$ cat config.mk
export PLATFORM = sky130hd
export DESIGN_NAME = pu_tag_resp_flat
export DESIGN_NICKNAME = d
export VERILOG_FILES = /design/src/rtl/pu_tag_resp_pkg.sv /design/src/rtl/pu_tag_resp_if.sv /design/src/rtl/pu_tag_resp_rr_arb.sv /design/src/rtl/pu_tag_resp.sv /design/src/flat_wrapper.sv
export SDC_FILE = /design/constraint.sdc
export NUM_CORES = 2
export LEC_CHECK = 0
export BUFFER_PORTS_ARGS = -buffer_cell sky130_fd_sc_hd__buf_2
export CAP_MARGIN = 40
export CELL_PAD_IN_SITES_DETAIL_PLACEMENT = 2
export CELL_PAD_IN_SITES_GLOBAL_PLACEMENT = 2
export CORE_AREA = 2 2 728 730
export CTS_BUF_LIST = sky130_fd_sc_hd__clkbuf_8
export DETAILED_ROUTE_END_ITERATION = 6
export DIE_AREA = 0 0 730 732
export GPL_ROUTABILITY_DRIVEN = 0
export GPL_TIMING_DRIVEN = 0
export PLACE_DENSITY_LB_ADDON = 0.05
export SYNTH_ARGS = -nofsm -noshare
export SYNTH_HDL_FRONTEND = slang
export SYNTH_SLANG_ARGS = --single-unit
$ cat constraint.sdc
create_clock -name clk -period 23.9 [get_ports clk]
set_input_delay 3.585 -clock clk [delete_from_list [all_inputs] [get_ports clk]]
set_output_delay 3.585 -clock clk [all_outputs]
set_load 0.005 [all_outputs]
$ cat src/rtl/pu_tag_resp_pkg.sv
// Shared types, address map and helpers for the PU tag-lookup return path.
package pu_tag_resp_pkg;

    localparam int NUM_OF_PU      = 20;
    localparam int PU_WIDTH_NBITS = 32;
    localparam int RCI_NBITS      = 16;
    localparam int PU_ID_NBITS    = 5;
    localparam int MAX_RES        = 8;
    localparam int RES_NUM_NBITS  = 3;
    localparam int ADDR_NBITS     = 8;
    localparam int REGION_NBITS   = ADDR_NBITS - RES_NUM_NBITS;
    localparam int RAM_DEPTH      = NUM_OF_PU * MAX_RES;
    localparam int RAM_AW         = PU_ID_NBITS + RES_NUM_NBITS;

    // Region codes live in the address bits above the result slot index
    localparam logic [REGION_NBITS-1:0] PU_TAG_LOOKUP_REQ    = 5'h01;
    localparam logic [REGION_NBITS-1:0] PU_TAG_LOOKUP_STATUS = 5'h02;
    localparam logic [REGION_NBITS-1:0] PU_TAG_LOOKUP_RESULT = 5'h03;

    typedef struct packed {
        logic                      wr;
        logic [ADDR_NBITS-1:0]     addr;
        logic [PU_WIDTH_NBITS-1:0] wdata;
    } io_type;

    typedef struct packed {
        logic       done;
        logic [3:0] status;
    } tag_status_rd_t;

    function automatic logic [REGION_NBITS-1:0] region_of(input logic [ADDR_NBITS-1:0] addr);
        return addr[ADDR_NBITS-1:RES_NUM_NBITS];
    endfunction

    function automatic logic [RAM_AW-1:0] ram_addr(input logic [PU_ID_NBITS-1:0]   pid,
                                                   input logic [RES_NUM_NBITS-1:0] slot);
        return {pid, slot};
    endfunction

endpackage

$ cat src/rtl/pu_tag_resp_if.sv
// Per-PU io request/acknowledge bus shared with the tag request block.
interface pu_tag_resp_if
    import pu_tag_resp_pkg::*;
    ();

    logic [NUM_OF_PU-1:0]      io_req;
    io_type                    io_cmd      [NUM_OF_PU];
    logic [NUM_OF_PU-1:0]      io_ack;
    logic [PU_WIDTH_NBITS-1:0] io_ack_data [NUM_OF_PU];

    modport master (
        output io_req,
        output io_cmd,
        input  io_ack,
        input  io_ack_data
    );

    modport slave (
        input  io_req,
        input  io_cmd,
        output io_ack,
        output io_ack_data
    );

endinterface

$ cat src/rtl/pu_tag_resp_rr_arb.sv
// Round-robin arbiter: one grant per cycle, priority rotates past the last winner.
module pu_tag_resp_rr_arb #(
    parameter int N  = 20,
    parameter int IW = 5
) (
    input  logic          clk,
    input  logic          rst_n,
    input  logic          en,
    input  logic [N-1:0]  req,
    output logic [N-1:0]  gnt,
    output logic          gnt_vld,
    output logic [IW-1:0] gnt_idx
);

    logic [IW-1:0] ptr_r;
    int            cand_s;

    // Scan from farthest to nearest so the requester closest to ptr_r wins
    always_comb begin
        gnt     = '0;
        gnt_vld = 1'b0;
        gnt_idx = '0;
        cand_s  = 0;
        if (en) begin
            for (int k = N - 1; k >= 0; k--) begin
                cand_s = int'(ptr_r) + k;
                if (cand_s >= N) begin
                    cand_s = cand_s - N;
                end else begin
                    cand_s = cand_s;
                end
                if (req[cand_s]) begin
                    gnt_vld = 1'b1;
                    gnt_idx = IW'(cand_s);
                end else begin
                    gnt_vld = gnt_vld;
                end
            end
            gnt = gnt_vld ? (N'(1'b1) << gnt_idx) : '0;
        end else begin
            gnt = '0;
        end
    end

    // Priority pointer moves to the slot after each winner
    always_ff @(posedge clk or negedge rst_n) begin
        if (!rst_n) begin
            ptr_r <= '0;
        end else if (gnt_vld) begin
            ptr_r <= (gnt_idx == IW'(N - 1)) ? '0 : gnt_idx + IW'(1);
        end else begin
            ptr_r <= ptr_r;
        end
    end

endmodule

$ cat src/rtl/pu_tag_resp.sv
// Tag lookup return path: stores per-PU results and status, answers PU status/result reads.
module pu_tag_resp
    import pu_tag_resp_pkg::*;
(
    input  logic                   clk,
    input  logic                   rst_n,
    input  logic                   tag_lookup_valid,
    input  logic [RCI_NBITS-1:0]   tag_lookup_result,
    input  logic [2:0]             tag_lookup_result_num,
    input  logic [PU_ID_NBITS-1:0] tag_lookup_result_pid,
    input  logic                   tag_lookup_status_valid,
    input  logic [3:0]             tag_lookup_status,
    input  logic [PU_ID_NBITS-1:0] tag_lookup_status_pid,
    pu_tag_resp_if.slave           io
);

    logic [NUM_OF_PU-1:0]      done_r;
    logic [3:0]                stat_r      [NUM_OF_PU];
    logic [NUM_OF_PU-1:0]      rd_pend_r;
    logic [2:0]                slot_r      [NUM_OF_PU];
    logic                      gnt_vld_r;
    logic [PU_ID_NBITS-1:0]    gnt_pid_r;
    logic [RCI_NBITS-1:0]      ram_q_r;
    logic [RCI_NBITS-1:0]      ram_mem     [RAM_DEPTH];
    logic [NUM_OF_PU-1:0]      io_ack_r;
    logic [PU_WIDTH_NBITS-1:0] ack_data_r  [NUM_OF_PU];

    logic [NUM_OF_PU-1:0]      req_wr_s;
    logic [NUM_OF_PU-1:0]      stat_rd_s;
    logic [NUM_OF_PU-1:0]      res_rd_s;
    logic [NUM_OF_PU-1:0]      st_hit_s;
    logic [NUM_OF_PU-1:0]      res_ack_s;
    tag_status_rd_t            stat_word_s [NUM_OF_PU];
    logic [NUM_OF_PU-1:0]      gnt_s;
    logic                      gnt_vld_s;
    logic [PU_ID_NBITS-1:0]    gnt_idx_s;
    logic                      ram_we_s;
    logic [RAM_AW-1:0]         ram_waddr_s;
    logic [RAM_AW-1:0]         ram_raddr_s;
    logic                      wdata_unused_s;

    // Per-PU command decode and status/result-ack bookkeeping
    always_comb begin
        req_wr_s       = '0;
        stat_rd_s      = '0;
        res_rd_s       = '0;
        st_hit_s       = '0;
        res_ack_s      = '0;
        wdata_unused_s = 1'b0;
        for (int i = 0; i < NUM_OF_PU; i++) begin
            stat_word_s[i] = '{done: done_r[i], status: stat_r[i]};
            res_ack_s[i]   = gnt_vld_r && (gnt_pid_r == PU_ID_NBITS'(i));
            st_hit_s[i]    = tag_lookup_status_valid && (tag_lookup_status_pid == PU_ID_NBITS'(i));
            wdata_unused_s = wdata_unused_s ^ (^io.io_cmd[i].wdata);
            if (io.io_req[i] && io.io_cmd[i].wr) begin
                req_wr_s[i] = (region_of(io.io_cmd[i].addr) == PU_TAG_LOOKUP_REQ);
            end else if (io.io_req[i]) begin
                // A status ack must not collide with a result ack leaving the pipe
                stat_rd_s[i] = (region_of(io.io_cmd[i].addr) == PU_TAG_LOOKUP_STATUS) && !res_ack_s[i];
                res_rd_s[i]  = (region_of(io.io_cmd[i].addr) == PU_TAG_LOOKUP_RESULT) && !rd_pend_r[i];
            end else begin
                req_wr_s[i] = 1'b0;
            end
        end
    end

    // done: new request clears, completion sets, returning done=1 clears
    always_ff @(posedge clk or negedge rst_n) begin
        if (!rst_n) begin
            done_r <= '0;
            for (int i = 0; i < NUM_OF_PU; i++) begin
                stat_r[i] <= 4'h0;
            end
        end else begin
            for (int i = 0; i < NUM_OF_PU; i++) begin
                if (req_wr_s[i]) begin
                    done_r[i] <= 1'b0;
                end else if (st_hit_s[i]) begin
                    done_r[i] <= 1'b1;
                end else if (stat_rd_s[i] && done_r[i]) begin
                    done_r[i] <= 1'b0;
                end else begin
                    done_r[i] <= done_r[i];
                end
                if (st_hit_s[i]) begin
                    stat_r[i] <= tag_lookup_status;
                end else begin
                    stat_r[i] <= stat_r[i];
                end
            end
        end
    end

    // Pending result reads and their requested slots
    always_ff @(posedge clk or negedge rst_n) begin
        if (!rst_n) begin
            rd_pend_r <= '0;
            for (int i = 0; i < NUM_OF_PU; i++) begin
                slot_r[i] <= 3'd0;
            end
        end else begin
            for (int i = 0; i < NUM_OF_PU; i++) begin
                if (res_rd_s[i]) begin
                    rd_pend_r[i] <= 1'b1;
                    slot_r[i]    <= io.io_cmd[i].addr[RES_NUM_NBITS-1:0];
                end else if (gnt_s[i]) begin
                    rd_pend_r[i] <= 1'b0;
                end else begin
                    rd_pend_r[i] <= rd_pend_r[i];
                end
            end
        end
    end

    pu_tag_resp_rr_arb #(
        .N  (NUM_OF_PU),
        .IW (PU_ID_NBITS)
    ) u_rr_arb (
        .clk     (clk),
        .rst_n   (rst_n),
        .en      (1'b1),
        .req     (rd_pend_r),
        .gnt     (gnt_s),
        .gnt_vld (gnt_vld_s),
        .gnt_idx (gnt_idx_s)
    );

    assign ram_we_s    = tag_lookup_valid && (tag_lookup_result_pid < PU_ID_NBITS'(NUM_OF_PU));
    assign ram_waddr_s = ram_addr(tag_lookup_result_pid, tag_lookup_result_num);
    assign ram_raddr_s = ram_addr(gnt_idx_s, slot_r[gnt_idx_s]);

    // Result store: registered read sees the pre-write contents on an address clash
    always_ff @(posedge clk) begin
        if (ram_we_s) begin
            ram_mem[ram_waddr_s] <= tag_lookup_result;
        end
        if (gnt_vld_s) begin
            ram_q_r <= ram_mem[ram_raddr_s];
        end
    end

    // Track which PU owns the RAM read in flight
    always_ff @(posedge clk or negedge rst_n) begin
        if (!rst_n) begin
            gnt_vld_r <= 1'b0;
            gnt_pid_r <= '0;
        end else begin
            gnt_vld_r <= gnt_vld_s;
            gnt_pid_r <= gnt_idx_s;
        end
    end

    // Registered acknowledge and read data per PU
    always_ff @(posedge clk or negedge rst_n) begin
        if (!rst_n) begin
            io_ack_r <= '0;
            for (int i = 0; i < NUM_OF_PU; i++) begin
                ack_data_r[i] <= '0;
            end
        end else begin
            for (int i = 0; i < NUM_OF_PU; i++) begin
                io_ack_r[i] <= res_ack_s[i] | stat_rd_s[i];
                if (res_ack_s[i]) begin
                    ack_data_r[i] <= PU_WIDTH_NBITS'(ram_q_r);
                end else if (stat_rd_s[i]) begin
                    ack_data_r[i] <= PU_WIDTH_NBITS'(stat_word_s[i]);
                end else begin
                    ack_data_r[i] <= '0;
                end
            end
        end
    end

    assign io.io_ack      = io_ack_r;
    assign io.io_ack_data = ack_data_r;

endmodule

$ cat src/flat_wrapper.sv
// flat-port wrapper written by rule: the top's interface ports become plain ports
module pu_tag_resp_flat import pu_tag_resp_pkg::*;
  (clk, rst_n, tag_lookup_valid, tag_lookup_result, tag_lookup_result_num, tag_lookup_result_pid, tag_lookup_status_valid, tag_lookup_status, tag_lookup_status_pid, io_io_req, io_io_cmd, io_io_ack, io_io_ack_data);
  pu_tag_resp_if io_i ();
  input  logic clk;
  input  logic rst_n;
  input  logic tag_lookup_valid;
  input  logic [RCI_NBITS-1:0] tag_lookup_result;
  input  logic [2:0] tag_lookup_result_num;
  input  logic [PU_ID_NBITS-1:0] tag_lookup_result_pid;
  input  logic tag_lookup_status_valid;
  input  logic [3:0] tag_lookup_status;
  input  logic [PU_ID_NBITS-1:0] tag_lookup_status_pid;
  input wire logic [$bits(io_i.io_req)-1:0] io_io_req;
  input wire logic [$bits(io_i.io_cmd)-1:0] io_io_cmd;
  output wire logic [$bits(io_i.io_ack)-1:0] io_io_ack;
  output wire logic [$bits(io_i.io_ack_data)-1:0] io_io_ack_data;
  assign io_i.io_req = io_io_req;
  assign io_i.io_cmd = {>>{io_io_cmd}};
  assign io_io_ack = io_i.io_ack;
  assign io_io_ack_data = {>>{io_i.io_ack_data}};
  pu_tag_resp u_core (.clk(clk), .rst_n(rst_n), .tag_lookup_valid(tag_lookup_valid), .tag_lookup_result(tag_lookup_result), .tag_lookup_result_num(tag_lookup_result_num), .tag_lookup_result_pid(tag_lookup_result_pid), .tag_lookup_status_valid(tag_lookup_status_valid), .tag_lookup_status(tag_lookup_status), .tag_lookup_status_pid(tag_lookup_status_pid), .io(io_i));
endmodule
Word-level counts from Yosys, hierarchy flattened
Memories as Yosys holds them, arrays and structs flattened. A register that Yosys moved wholly into a read port is not among the register bits.
Cells that the tools add are included.
Word-level totals
  register bits after elaboration: 851
  RAM bits: 2560
  output and inout port bits: 660
  word-level logic and storage cells: 878
  memories kept: 1
Cells by class
  add/sub/neg operators: 40
  magnitude comparators: 42
  equality and inequality tests: 99
  shifts and indexed selects: 1
  mux-type cells: 367
  bitwise gates (word level): 21
  reductions and logical operators: 203
Memory list
  u_core.ram_mem: words 160, bits a word 16, read ports 1, clocked after memory_dff 1, wr ports 1, line pu_tag_resp.sv:24  | logic [RCI_NBITS-1:0] ram_mem [RAM_DEPTH];
Operators by type and width (count)
  32-bit two-way mux: 40
  32-bit by 7-bit less-than comparator with 1-bit output (second input constant): 20
  1-bit two-way mux: 262
  5-bit by 2-bit equality test with 1-bit output (second input constant): 44
  5-bit two-way mux: 41
  6-bit by 5-bit subtractor with 7-bit output (second input constant): 18
  1-bit logical AND: 121
  5-bit by 1-bit equality test with 1-bit output (second input constant): 22
  6-bit by 5-bit >= comparator with 1-bit output (second input constant): 18
  1-bit binary-select mux with 5-bit select: 20
  5-bit by 4-bit equality test with 1-bit output (second input constant): 16
  3-bit nonzero test: 20
  5-bit by 4-bit adder with 6-bit output (second input constant): 8
  5-bit equality test (second input constant): 9
  5-bit by 3-bit equality test with 1-bit output (second input constant): 8
  1-bit zero test: 40
  2-bit nonzero test: 20
  32-bit by 6-bit >= comparator with 1-bit output (second input constant): 1
  32-bit by 6-bit subtractor with 32-bit output (second input constant): 1
  5-bit by 3-bit adder with 6-bit output (second input constant): 4
  5-bit by 5-bit adder with 6-bit output (second input constant): 4
  20-bit two-way mux: 1
  1-bit OR: 20
  1-bit by 5-bit << shifter with 20-bit output (first input constant): 1
  11 further kinds: 14

Logic depth before layout (Yosys ltp)
  depth after elaboration: 30
  depth in mapped cells: 39
  depth with buffers taken out: 26

Cells and area by module
A second synthesis with hierarchy kept.
Unflattened totals
  cell total of the unflattened synthesis: 9399
  area total of the unflattened synthesis: 130425.1 um^2
Modules (own cells, without submodules)
  pu_tag_resp: times used 1, cells an instance 8378, area each 123171.9 um^2, sequential area each 90516.8 um^2
  pu_tag_resp_rr_arb: times used 1, cells an instance 1021, area each 7253.2 um^2, sequential area each 125.1 um^2

Least setup slack after synthesis
OpenSTA, ideal clock, no wires.
  path type: reg-to-reg
  start: register u_core.u_rr_arb.ptr_r[1]
  end: register u_core.ram_q_r[5], read port of u_core.ram_mem, data pin
  setup time: 274 ps
  arrival: 8440 ps
  data required time: 23626 ps
  setup slack: 15187 ps
  stages on the path, launching flop included: 37
  cells stage by stage: dfrtp_1 > buf_2 > buf_2 > buf_2 > clkbuf_1 > inv_1 > ha_1 > xor2_2 > inv_1 > clkbuf_1 > clkbuf_1 > ha_1 > a22oi_1 > nand4_2 > a311o_1 > and2_1 > or4_4 > and3_1 > buf_2 > and3_1 > and4_1 > a2111oi_1 > or3_1 > buf_2 > buf_6 > mux2_2 > a2111o_1 > o2111ai_2 > buf_6 > buf_4 > buf_2 > mux2i_1 > mux2i_1 > a222oi_1 > o22ai_1 > a2111oi_0 > a211oi_1
Between the ends
  cells in the longest elaborated chain, start to end: 30
  elaborated cells on any way between the ends: 183
  classes of those cells: add/sub (39); order compare (20); mux (123); bitwise (1)
Ends and longest elaborated chain
  start, declared: line pu_tag_resp_rr_arb.sv:15  | logic [IW-1:0] ptr_r;
  start signal, assigned: line pu_tag_resp_rr_arb.sv:50  | ptr_r <= (gnt_idx == IW'(N - 1)) ? '0 : gnt_idx + IW'(1);
  start signal, assigned: line pu_tag_resp_rr_arb.sv:52  | ptr_r <= ptr_r;
  5-bit by 5-bit adder with 6-bit output: line pu_tag_resp_rr_arb.sv:26  | cand_s = int'(ptr_r) + k;
  32-bit by 6-bit subtractor with 32-bit output / 32-bit by 6-bit >= comparator with 1-bit output (equally long branches): line pu_tag_resp_rr_arb.sv:28, pu_tag_resp_rr_arb.sv:27
  32-bit two-way mux: line pu_tag_resp_rr_arb.sv:27  | if (cand_s >= N) begin
  1-bit binary-select mux with 5-bit select: line pu_tag_resp_rr_arb.sv:32  | if (req[cand_s]) begin
  1-bit two-way mux (not written as such) (2 in series): line pu_tag_resp_rr_arb.sv:32
  5-bit two-way mux (20 in series): line pu_tag_resp_rr_arb.sv:32
  5-bit inverter with 6-bit output (not written as such): line pu_tag_resp.sv:130  | assign ram_raddr_s = ram_addr(gnt_idx_s, slot_r[gnt_idx_s]);
  3-bit binary-select mux with 5-bit select: line pu_tag_resp.sv:130
  3-bit two-way mux (not written as such) (2 in series): line pu_tag_resp.sv:130
  end, declared: line pu_tag_resp.sv:23  | logic [RCI_NBITS-1:0] ram_q_r;
Several ways; a longest one is shown, not always the timed one. The select of a mux whose other input is x is not followed.
A chain may end at the register's enable or synchronous reset.

Worst setup path in the final report
  start: register u_core.u_rr_arb.ptr_r[1]
  end: register u_core.ram_q_r[5], read port of u_core.ram_mem, data pin
Between the ends
  cells in the longest elaborated chain, start to end: 30
  elaborated cells on any way between the ends: 183
  classes of those cells: add/sub (39); order compare (20); mux (123); bitwise (1)
Ends and longest elaborated chain
  5-bit by 5-bit adder with 6-bit output: line pu_tag_resp_rr_arb.sv:26
  32-bit by 6-bit subtractor with 32-bit output / 32-bit by 6-bit >= comparator with 1-bit output (equally long branches): line pu_tag_resp_rr_arb.sv:28, pu_tag_resp_rr_arb.sv:27
  32-bit two-way mux: line pu_tag_resp_rr_arb.sv:27
  1-bit binary-select mux with 5-bit select: line pu_tag_resp_rr_arb.sv:32
  1-bit two-way mux (not written as such) (2 in series): line pu_tag_resp_rr_arb.sv:32
  5-bit two-way mux (19 in series): line pu_tag_resp_rr_arb.sv:32
  5-bit two-way mux *: line pu_tag_resp_rr_arb.sv:32
  net u_core.gnt_idx_s[4]: line pu_tag_resp.sv:36  | logic [PU_ID_NBITS-1:0] gnt_idx_s;
  5-bit inverter with 6-bit output (not written as such): line pu_tag_resp.sv:130
  3-bit binary-select mux with 5-bit select: line pu_tag_resp.sv:130
  3-bit two-way mux (not written as such) (2 in series): line pu_tag_resp.sv:130
The timed path passes the listed nets; every way through them passes the cells marked *. The select of a mux whose other input is x is not followed.

==> flow_metrics.tcl <==
set metrics [dict create \
    async_flop_share_pct 17.1 \
    routedWlPerCell_microns 33.3 \
    ctsHoldBuffers 0 \
    max-slew-margin-rel_pct 27.1 \
    crit_cells 35 \
    rr_worst_depth 35 \
    rsz0062_at_grt "no" \
    ff_latch_area_sq_um 90600 \
    start_kind "register" \
    clockRootBuffer "clkbuf_8" \
    clock_path_buffers 4 \
    hp-class "register to register" \
    worst_pin_slew_ps 1090 \
    synth_cells 9622 \
    cts_setup_buffers 0 \
    regToRegStartpoint "u_core.u_rr_arb.ptr_r[1]$_DFFE_PN0P_" \
    r2r_slack_ps 8400 \
    slowest_delay_ps 1000 \
    numPortBuffers 566 \
    worst_ep_arrival_time_ps 16580 \
    grt_pass1_vias 96815 \
    cts_sinks 3107 \
    antenna_left 0 \
    start_util_pct 24.9 \
    seq_area_frac_synth_pct 69.1 \
    cp_max_fo 13 \
    clock_skew_ps 80.0 \
    grt_max_degree 121 \
    status "finished clean" \
    routed_wl_microns 631000 \
    cts_resized 0 \
    grt_pass1_wl_microns 848000 \
    fillers 55346 \
    cts_max_level 6 \
    die_h_microns 732 \
    gr-usage-all-layers_pct 22.9 \
    cp_num_buf_inv 13 \
    dr.pass1.iters 6 \
    vias 90695 \
    syn-cell-area_sq_um 131000 \
    coreArea_sq_um 527000 \
    cp-endpoint "u_core.ram_q_r[5]$_DFFE_PP_" \
    synth_cell_types 99 \
    slowest_stage "clkinv_1" \
    areaGrowthSynthToFinish_pct 22.9 \
    critPathKind "register to register" \
    slew_violations 0 \
    end_kind "register" \
    clkTransAtPathRegs_ps 60 \
    multi_input_area_sq_um 37000 \
    drive_above_1_share_pct 22.7 \
    final_nets 12422 \
    crit_family "buffers and inverters" \
    cp.required_ps 24980 \
    cpMostUsedCell "buf_2" \
    ys_seq_elements 3107 \
    pin_count 1537 \
    dr.first_iter.drc_count 6971 \
    cts_tree "built" \
    avgSynthCellArea_sq_um 13.6 \
    utilization_pct 30.6 \
    cts_buffers 597 \
    grt.busiest_layer "met2" \
    hold_viol_final 0 \
    layout_commonest_cell "edfxtp_1" \
    die_w_microns 730 \
    fin_crit_ps 15500 \
    die_area_sq_um 534000 \
    fmax_mhz 64.5 \
    insertion_delay_ps 1230 \
    synth_warnings 0 \
    drv_cap 0 \
    ys.flop_type "edfxtp_1" \
    grt.met1_usage_pct 30.0 \
    grt-ovfl-total 0 \
    viasPerCell 4.78 \
    setup_tns_ps 0 \
    final_cell_mix "edfxtp_1 (2,576), nand2_1 (1,501), mux2i_1 (758)" \
    fin_crit_sh_pct 64.8 \
    rows 267 \
    report.final.setup_viol 0 \
    grt_antenna_before_repair 111 \
    synth_edf_count 2576 \
    r2r-end "u_core.ram_q_r[5]$_DFFE_PP_" \
    cp-startpoint "u_core.u_rr_arb.ptr_r[1]$_DFFE_PN0P_" \
    gr-usage-met2_pct 39.9 \
    dpl.hpwl_microns 475000 \
    use_met3_pct 3.31 \
    drcViolationCount 0 \
]
final cells by class:
type | instances | area share (%)
plain buffers | 898 | 3.15
repair buffers | 954 | 5.30
flip-flops and latches | 3107 | 56.3
inverters | 54 | 0.126
multi-input cells | 5882 | 23.0
diodes | 28 | 0.0435
clock buffers | 625 | 5.34
clock inverters | 415 | 1.34
well taps | 6994 | 5.43
how the worst min path moves through the flow:
stage | start | endpoint | slack [ps] | cells past startpoint
final | u_core.stat_r[41]$_DFFE_PN0P_ | u_core.io.io_ack_data[321]$_DFF_PN0_ | 440 | 1
after global routing | u_core.done_r[3]$_DFFE_PN0P_ | u_core.io.io_ack_data[516]$_DFF_PN0_ | 470 | 1
after CTS | u_core.stat_r[41]$_DFFE_PN0P_ | u_core.io.io_ack_data[321]$_DFF_PN0_ | 430 | 1
after detailed placement | u_core.stat_r[42]$_DFFE_PN0P_ | u_core.io.io_ack_data[322]$_DFF_PN0_ | 480 | 1
after global placement | u_core.stat_r[33]$_DFFE_PN0P_ | u_core.io.io_ack_data[257]$_DFF_PN0_ | 470 | 1
after floorplan | u_core.stat_r[36]$_DFFE_PN0P_ | u_core.io.io_ack_data[288]$_DFF_PN0_ | 460 | 1
Yosys cell counts, types with 32 or more instances:
master / count / area share, %
edfxtp_1: 2576 / 59
nor2_1: 270 / 0.77
buf_2: 145 / 0.55
o22ai_1: 50 / 0.24
o22a_1: 96 / 0.64
dfrtp_1: 531 / 10
a31oi_1: 33 / 0.16
nand2_1: 1510 / 4.3
a211oi_1: 40 / 0.23
mux2i_1: 759 / 5.8
nand4_1: 73 / 0.35
nor2b_1: 35 / 0.17
clkbuf_1: 332 / 0.95
buf_4: 379 / 2.2
a2bb2oi_1: 36 / 0.24
and2_1: 240 / 1.1
o21ai_0: 327 / 1.2
nand2b_1: 39 / 0.19
buf_1: 33 / 0.094
a221o_1: 32 / 0.24
ha_1: 51 / 0.49
nor3_1: 67 / 0.26
a222oi_1: 32 / 0.24
a22o_1: 118 / 0.79
mux2_2: 200 / 1.7
nand3_1: 538 / 2.1
a22oi_1: 58 / 0.33
inv_1: 49 / 0.14
a21oi_1: 405 / 1.5
cells by family (layout without fill, tap and decap cells):
| group | after synthesis | in the layout | synth area share (%) |
|---|---|---|---|
| flip-flops | 3107 | 3107 | 69.1 |
| adder cells (fa/ha/maj) | 51 | 51 | 0.487 |
| other | 1 | 348 | 0.00286 |
| AND/OR/NAND/NOR | 2996 | 2996 | 10.6 |
| buffers and inverters | 952 | 2946 | 4.00 |
| AO/OA/AOI/OAI | 1505 | 1505 | 7.73 |
| XOR/XNOR | 27 | 27 | 0.192 |
| multiplexers | 983 | 983 | 7.90 |
worst reg2reg max path, delay by kind of cell (launching register included):
family          cells  cell delay [ps]
buf+inv            13             5760
compound gates     10             3860
simple gates        9             3570
xor+xnor            1              670
fa+ha+maj           2              840
flops               1              650
through the flow:
stage,area [sq um],instances,hold WS (ps),setup slack (ps)
2_1_floorplan,132000,9941,461,15190
3_3_place_gp,144000,17501,472,4920
3_5_place_dp,150000,17889,483,8500
4_1_cts,161000,18929,430,8480
5_1_grt,161000,18933,467,8150
6_report,161000,18957,444,8400
flip-flops by register name, indices dropped and copies added (netlist names):
signal                 cells
u_core.slot_r             60
u_core.io.io_ack          20
u_core.io.io_ack_data    320
u_core.ram_q_r            16
u_core.gnt_pid_r           5
u_core.ram_mem          2560
u_core.rd_pend_r          20
u_core.u_rr_arb.ptr_r      5
u_core.done_r             20
u_core.stat_r             80
u_core.gnt_vld_r           1
per-layer routing:
layer	wire length [microns]	vias up
met5	161	-
met4	14900	26
met3	30500	728
met2	313000	2619
met1	273000	48159
li1	-	39163
Power is left out: the tool's default activity adds up to more than one toggle a clock period on the data nets, which glitch-free logic cannot reach.
